File: src/rtl/iter_divider_pkg.sv
// rtl/iter_divider_pkg.sv - shared width, counter size and FSM encoding for iter_divider
package iter_divider_pkg;

   localparam int DIV_WIDTH = 32;
   localparam int CNT_W     = 6;

   typedef enum logic [1:0] {
      IDLE = 2'd0,
      CALC = 2'd1,
      DONE = 2'd2
   } state_t;

endpackage

File: src/rtl/iter_divider_if.sv
// rtl/iter_divider_if.sv - operand and result stream bundle for iter_divider
interface iter_divider_if
   import iter_divider_pkg::*;
#(
   parameter int WIDTH = DIV_WIDTH
) ();

   logic [WIDTH-1:0]   s_axis_dividend_tdata;
   logic               s_axis_dividend_tvalid;
   logic               s_axis_dividend_tready;
   logic [WIDTH-1:0]   s_axis_divisor_tdata;
   logic               s_axis_divisor_tvalid;
   logic               s_axis_divisor_tready;
   logic [2*WIDTH-1:0] m_axis_dout_tdata;
   logic               m_axis_dout_tvalid;

   modport slave (
      input  s_axis_dividend_tdata, s_axis_dividend_tvalid,
      output s_axis_dividend_tready,
      input  s_axis_divisor_tdata, s_axis_divisor_tvalid,
      output s_axis_divisor_tready,
      output m_axis_dout_tdata, m_axis_dout_tvalid
   );

   modport master (
      output s_axis_dividend_tdata, s_axis_dividend_tvalid,
      input  s_axis_dividend_tready,
      output s_axis_divisor_tdata, s_axis_divisor_tvalid,
      input  s_axis_divisor_tready,
      input  m_axis_dout_tdata, m_axis_dout_tvalid
   );

endinterface

File: src/rtl/iter_divider.sv
// rtl/iter_divider.sv - radix-2 restoring divider, one quotient bit per clock
module iter_divider
   import iter_divider_pkg::*;
#(
   parameter int SIGNED = 0,
   parameter int WIDTH  = DIV_WIDTH
) (
   input  logic          clk,
   input  logic          reset,
   input  logic          flush,
   iter_divider_if.slave div_if
);

   state_t           state;
   logic             dividend_captured;
   logic             divisor_captured;
   logic [WIDTH-1:0] dividend_hold;
   logic [WIDTH-1:0] divisor_hold;
   logic [WIDTH-1:0] rem;
   logic [WIDTH-1:0] quo;
   logic [WIDTH-1:0] dvs_mag;
   logic             qsign;
   logic             rsign;
   logic [CNT_W-1:0] count;

   function automatic logic sign_of(input logic [WIDTH-1:0] v);
      return (SIGNED != 0) && v[WIDTH-1];
   endfunction

   function automatic logic [WIDTH-1:0] negate_if(input logic [WIDTH-1:0] v, input logic neg);
      return neg ? -v : v;
   endfunction

   logic             dividend_ready;
   logic             divisor_ready;
   logic             dividend_hs;
   logic             divisor_hs;
   logic [WIDTH-1:0] dividend_val;
   logic [WIDTH-1:0] divisor_val;
   logic             start;

   assign dividend_ready = !reset && (state == IDLE) && !dividend_captured;
   assign divisor_ready  = !reset && (state == IDLE) && !divisor_captured;
   assign div_if.s_axis_dividend_tready = dividend_ready;
   assign div_if.s_axis_divisor_tready  = divisor_ready;

   assign dividend_hs  = div_if.s_axis_dividend_tvalid && dividend_ready;
   assign divisor_hs   = div_if.s_axis_divisor_tvalid && divisor_ready;
   // The operand arriving last is taken straight off the bus at the start edge.
   assign dividend_val = dividend_captured ? dividend_hold : div_if.s_axis_dividend_tdata;
   assign divisor_val  = divisor_captured ? divisor_hold : div_if.s_axis_divisor_tdata;
   assign start        = (dividend_captured || dividend_hs) && (divisor_captured || divisor_hs);

   logic [WIDTH:0]   rem_shift;
   logic [WIDTH-1:0] trial;
   logic [WIDTH-1:0] rem_next;
   logic [WIDTH-1:0] quo_next;

   // The shifted remainder needs one extra bit; trial is only used when it fits.
   always_comb begin
      rem_shift = {rem, quo[WIDTH-1]};
      trial     = rem_shift[WIDTH-1:0] - dvs_mag;
      if (rem_shift >= {1'b0, dvs_mag}) begin
         rem_next = trial;
         quo_next = {quo[WIDTH-2:0], 1'b1};
      end else begin
         rem_next = rem_shift[WIDTH-1:0];
         quo_next = {quo[WIDTH-2:0], 1'b0};
      end
   end

   always_ff @(posedge clk) begin
      if (reset) begin
         state                     <= IDLE;
         dividend_captured         <= 1'b0;
         divisor_captured          <= 1'b0;
         div_if.m_axis_dout_tvalid <= 1'b0;
         div_if.m_axis_dout_tdata  <= '0;
      end else if (flush) begin
         state                     <= IDLE;
         dividend_captured         <= 1'b0;
         divisor_captured          <= 1'b0;
         div_if.m_axis_dout_tvalid <= 1'b0;
      end else begin
         div_if.m_axis_dout_tvalid <= 1'b0;
         case (state)
            IDLE: begin
               if (start) begin
                  quo               <= negate_if(dividend_val, sign_of(dividend_val));
                  dvs_mag           <= negate_if(divisor_val, sign_of(divisor_val));
                  qsign             <= sign_of(dividend_val) ^ sign_of(divisor_val);
                  rsign             <= sign_of(dividend_val);
                  rem               <= '0;
                  count             <= '0;
                  dividend_captured <= 1'b0;
                  divisor_captured  <= 1'b0;
                  state             <= CALC;
               end else begin
                  if (dividend_hs) begin
                     dividend_hold     <= div_if.s_axis_dividend_tdata;
                     dividend_captured <= 1'b1;
                  end
                  if (divisor_hs) begin
                     divisor_hold     <= div_if.s_axis_divisor_tdata;
                     divisor_captured <= 1'b1;
                  end
               end
            end
            CALC: begin
               rem   <= rem_next;
               quo   <= quo_next;
               count <= count + 1'b1;
               if (count == CNT_W'(WIDTH - 1)) begin
                  div_if.m_axis_dout_tdata  <= {negate_if(quo_next, qsign),
                                                negate_if(rem_next, rsign)};
                  div_if.m_axis_dout_tvalid <= 1'b1;
                  state                     <= DONE;
               end
            end
            DONE: begin
               state <= IDLE;
            end
            default: begin
               state <= IDLE;
            end
         endcase
      end
   end

endmodule

File: src/flat_wrapper.sv
// flat-port wrapper written by rule: the top's interface ports become plain ports
module iter_divider_flat import iter_divider_pkg::*;
#(
   parameter int SIGNED = 0,
   parameter int WIDTH  = DIV_WIDTH
)
  (clk, reset, flush, div_if_s_axis_dividend_tdata, div_if_s_axis_dividend_tvalid, div_if_s_axis_dividend_tready, div_if_s_axis_divisor_tdata, div_if_s_axis_divisor_tvalid, div_if_s_axis_divisor_tready, div_if_m_axis_dout_tdata, div_if_m_axis_dout_tvalid);
  iter_divider_if #(.WIDTH(WIDTH)) div_if_i ();
  input  logic clk;
  input  logic reset;
  input  logic flush;
  input wire logic [$bits(div_if_i.s_axis_dividend_tdata)-1:0] div_if_s_axis_dividend_tdata;
  input wire logic [$bits(div_if_i.s_axis_dividend_tvalid)-1:0] div_if_s_axis_dividend_tvalid;
  output wire logic [$bits(div_if_i.s_axis_dividend_tready)-1:0] div_if_s_axis_dividend_tready;
  input wire logic [$bits(div_if_i.s_axis_divisor_tdata)-1:0] div_if_s_axis_divisor_tdata;
  input wire logic [$bits(div_if_i.s_axis_divisor_tvalid)-1:0] div_if_s_axis_divisor_tvalid;
  output wire logic [$bits(div_if_i.s_axis_divisor_tready)-1:0] div_if_s_axis_divisor_tready;
  output wire logic [$bits(div_if_i.m_axis_dout_tdata)-1:0] div_if_m_axis_dout_tdata;
  output wire logic [$bits(div_if_i.m_axis_dout_tvalid)-1:0] div_if_m_axis_dout_tvalid;
  assign div_if_i.s_axis_dividend_tdata = div_if_s_axis_dividend_tdata;
  assign div_if_i.s_axis_dividend_tvalid = div_if_s_axis_dividend_tvalid;
  assign div_if_s_axis_dividend_tready = div_if_i.s_axis_dividend_tready;
  assign div_if_i.s_axis_divisor_tdata = div_if_s_axis_divisor_tdata;
  assign div_if_i.s_axis_divisor_tvalid = div_if_s_axis_divisor_tvalid;
  assign div_if_s_axis_divisor_tready = div_if_i.s_axis_divisor_tready;
  assign div_if_m_axis_dout_tdata = div_if_i.m_axis_dout_tdata;
  assign div_if_m_axis_dout_tvalid = div_if_i.m_axis_dout_tvalid;
  iter_divider #(.SIGNED(SIGNED), .WIDTH(WIDTH)) u_core (.clk(clk), .reset(reset), .flush(flush), .div_if(div_if_i));
endmodule
File: config.mk
export PLATFORM = sky130hd
export DESIGN_NAME = iter_divider_flat
export DESIGN_NICKNAME = d
export VERILOG_FILES = /design/src/rtl/iter_divider_pkg.sv /design/src/rtl/iter_divider_if.sv /design/src/rtl/iter_divider.sv /design/src/flat_wrapper.sv
export SDC_FILE = /design/constraint.sdc
export NUM_CORES = 1
export LEC_CHECK = 0
export CORE_MARGIN = 1
export CORE_UTILIZATION = 55
export CTS_CLUSTER_SIZE = 25
export DETAILED_ROUTE_END_ITERATION = 8
export PLACE_DENSITY = 0.8
export SLEW_MARGIN = 10
export SYNTH_ARGS = -nofsm -noshare
export SYNTH_HDL_FRONTEND = slang
export SYNTH_SLANG_ARGS = --single-unit
export TNS_END_PERCENT = 20
File: constraint.sdc
create_clock -name clk -period 20.7 [get_ports clk]
set_input_delay 4.14 -clock clk [delete_from_list [all_inputs] [get_ports clk]]
set_output_delay 4.14 -clock clk [all_outputs]
set_load 0.005 [all_outputs]
==> metrics <==
status=finished, final reports clean; Tightest Hold Check Type=reg -> reg; maximum vdd drop=0.0653 mV; FF-to-FF path depth=9; total of endpoints with negative setup slack in the final report=0; sequence of cells on the critical path=buf_2 -> buf_4 -> nor4_1 -> clkdlybuf4s50_1; share of flip-flops with an asynchronous set or reset after synthesis=0%; Inserted Clock Buffers=25; total of hold buffers inserted after clock tree synthesis=0; count of routing violations after the opening detailed-route iteration=613; HPWL reported at the end of detailed placement=~17 mm; nets@finish=roughly 1200; max_slew headroom=31.2%; arrival time at the worst endpoint=5570 ps; number of flip-flops and latches in the synthesized netlist=between 200 and 250; gp weighted congestion=0.901; WL met3=between 1 and 1.5 mm; setup slack of the most critical reg-to-reg path=~17000 ps; Power Density=76.7 mW/mm^2; routed wire length per instance=18.3 um; Worst Path Required=16560 ps; global-route wire length before repair=40.9 mm; synthesized netlist net count=approximately 1100; number of standard cells in the layout, taps in and fillers out=between 1000 and 1500; count of boundary I/O pins=approximately 140; buffers added on ports=135; reg2reg end=u_core.div_if.m_axis_dout_tdata[1]$_SDFFE_PP0P_; Static Leakage=~4.8 nW; TritonCTS clock tree=done; Area growth, synth to finish=21.1%; Post-Synthesis Cell Area=0.0111 sq mm; Site Rows=51; Longest Clk Path Bufs=3; number of enable flip-flop cells after synthesis=166; full die area=0.0208 sq mm; number of instances resized during post-cts repair=0; global router's overall resource usage=25.3%; Max Slew Vio Count=0; DIE HEIGHT=between 100 and 150 um; Antenna Cells=0; final clock skew=~12 ps; highest metal layer used by the detailed router=met4; Worst path slowest cell=sky130_fd_sc_hd__clkdlybuf4s50_1; Metal-1 WL=11.5 mm; Setup Total Neg Slack=0 ps; area of the core=approximately 0.020 sq mm; vias in the first global route=7905; longest individual stage delay on the worst path=580 ps; sequential-to-total area share from yosys stat=between 50 and 60%; final critical path time including I/O delays and setup=9710 ps; number of instances in the placed design=1358; drt first pass iters=5; number of vias per cell after detailed routing=5.78; path type of the worst setup path=in -> out; pre-CTS setup slack=10990 ps; count of buffers added by post-CTS timing repair for setup=0; synthesized instance count=1009; H-tree depth reported by CTS=1; vias after detailed routing=between 8000 and 9000; DRC violation count after routing=0; top_reg_cell synth=sky130_fd_sc_hd__edfxtp_1; worst-path fanout max=78; detailed route wirelength on metal2=12.4 mm; count of clock tree sinks=235; maximum clock frequency=103 MHz; root cell of the clock tree=sky130_fd_sc_hd__clkbuf_16; category of the worst setup path capture point=output port; setup repair after global routing missed its margin=no; worst hold path startpoint=u_core.div_if.m_axis_dout_tdata[35]$_SDFFE_PP0P_; Worst setup SP type=primary input; Yosys Warn Count=0; effective utilization at floorplan=56.6%; clock-pin slew reported for the worst setup and hold paths after clock tree synthesis=60 ps; most common library cell in the layout ignoring fill and taps=sky130_fd_sc_hd__edfxtp_1; antenna violations before repair=0; timing endpoint of the critical path=div_if_s_axis_dividend_tready; number of inserted filler cells in the final layout=1522; post-route worst setup slack=about 11000 ps; Clk Latency, worst-skew pair=510 ps; Fin. Hold Viols=0; commonest cells after routing, fill and taps aside=166 x sky130_fd_sc_hd__edfxtp_1, 134 x sky130_fd_sc_hd__clkdlybuf4s50_1, 120 x sky130_fd_sc_hd__nor2_1; Worst Max-Slew Pin Slew=1030 ps; crit path from=reset; largest net degree at the start of global routing=between 90 and 100; worst flop-to-flop path startpoint=u_core.rem[20]$_SDFFCE_PN0P_; Period Utilization, post-route=between 40 and 50%; global-route congestion overflow total=0; number of nets with antenna violations after detailed routing=0; count of maximum capacitance violations=0; utilization of the core after routing=68.6%; layout cell share with drive strength beyond 1=between 8 and 9%; Synth Area per Inst=11.0 sq um; count of different cell masters after synthesis=between 60 and 70; Die Width=roughly 140 um; overall routed net length=approximately 26 mm
==> critical path: cells and delay by family <==
family | cells | cell delay [ps]
buffers and inverters | 3 | 1050
and+or+nand+nor | 1 | 370
==> routing by layer <==
layer  GRT usage, %  vias to the layer above
met1           34.8                     3951
met3           3.71                       46
li1               -                     3886
met4           6.93                        0
met2           41.8                      232
met5              0                        -
==> power breakdown <==
group          switching [mW]  leakage (nW)  internal, mW
combinational          0.0342          2.30        0.0309
clock                   0.176         0.422         0.279
sequential            0.00243          2.07         0.510
total                   0.213          4.79         0.820
==> cells by family after synthesis <==
family	count (synthesis)	synth area share [%]
buffers and inverters	102	4.04
muxes	92	8.66
and+or+nand+nor	301	11.9
AOI/OAI and AO/OA	218	12.2
DFF	235	57.2
xor gates and xnor gates	27	2.13
adders and majority gates	34	3.89
==> flip-flops by register name, summed over array words and instances, names as in the netlist <==
signal and cells:
u_core.state 2, u_core.dividend_hold 32, u_core.divisor_hold 32, u_core.divisor_captured 1
u_core.dividend_captured 1, u_core.quo 32, u_core.div_if.m_axis_dout_tvalid 1, u_core.div_if.m_axis_dout_tdata 64
u_core.count 6, u_core.rem 32, u_core.dvs_mag 32
==> per-stage QoR <==
stage	hold WS (ps)	instance area (sq um)	power (mW)
final	453	13500	1.03
after global routing	469	13500	1.06
after CTS	454	13500	1.04
after detailed placement	445	12600	0.587
after global placement	441	12600	0.585
after floorplan	453	11100	0.562
==> cells in the mapped netlist (18+ instances only) <==
cell type	n	area, sq um
sky130_fd_sc_hd__xnor2_1	18	158
sky130_fd_sc_hd__mux2i_1	58	581
sky130_fd_sc_hd__a21oi_1	99	495
sky130_fd_sc_hd__nand2_1	101	379
sky130_fd_sc_hd__dfxtp_1	69	1380
sky130_fd_sc_hd__nor2_1	123	462
sky130_fd_sc_hd__inv_1	41	154
sky130_fd_sc_hd__edfxtp_1	166	4980
sky130_fd_sc_hd__ha_1	33	413
sky130_fd_sc_hd__a211oi_1	27	203
sky130_fd_sc_hd__clkbuf_1	42	158
sky130_fd_sc_hd__mux2_2	34	383
sky130_fd_sc_hd__o21ai_0	21	105
==> worst min path at each step <==
stage,endpoint,slack [ps],depth (start not counted)
finish,u_core.div_if.m_axis_dout_tdata[35]$_SDFFE_PP0P_,450,2
global route,u_core.div_if.m_axis_dout_tdata[42]$_SDFFE_PP0P_,470,2
CTS,u_core.div_if.m_axis_dout_tdata[45]$_SDFFE_PP0P_,450,2
detailed placement,u_core.div_if.m_axis_dout_tdata[62]$_SDFFE_PP0P_,450,2
global placement,u_core.div_if.m_axis_dout_tdata[62]$_SDFFE_PP0P_,440,2
floorplan,u_core.div_if.m_axis_dout_tdata[33]$_SDFFE_PP0P_,450,2
==> area by class of cell <==
cell class / instances / area, sq um / area share, %
Inverter: 41 / 154 / 1.14
Sequential cell: 235 / 6370 / 47.3
Multi-Input combinational cell: 672 / 4340 / 32.2
Timing Repair Buffer: 145 / 1420 / 10.5
Clock inverter: 8 / 91.3 / 0.678
Tap cell: 265 / 332 / 2.46
Clock buffer: 37 / 763 / 5.66
Power figures use the tool's default switching activity.
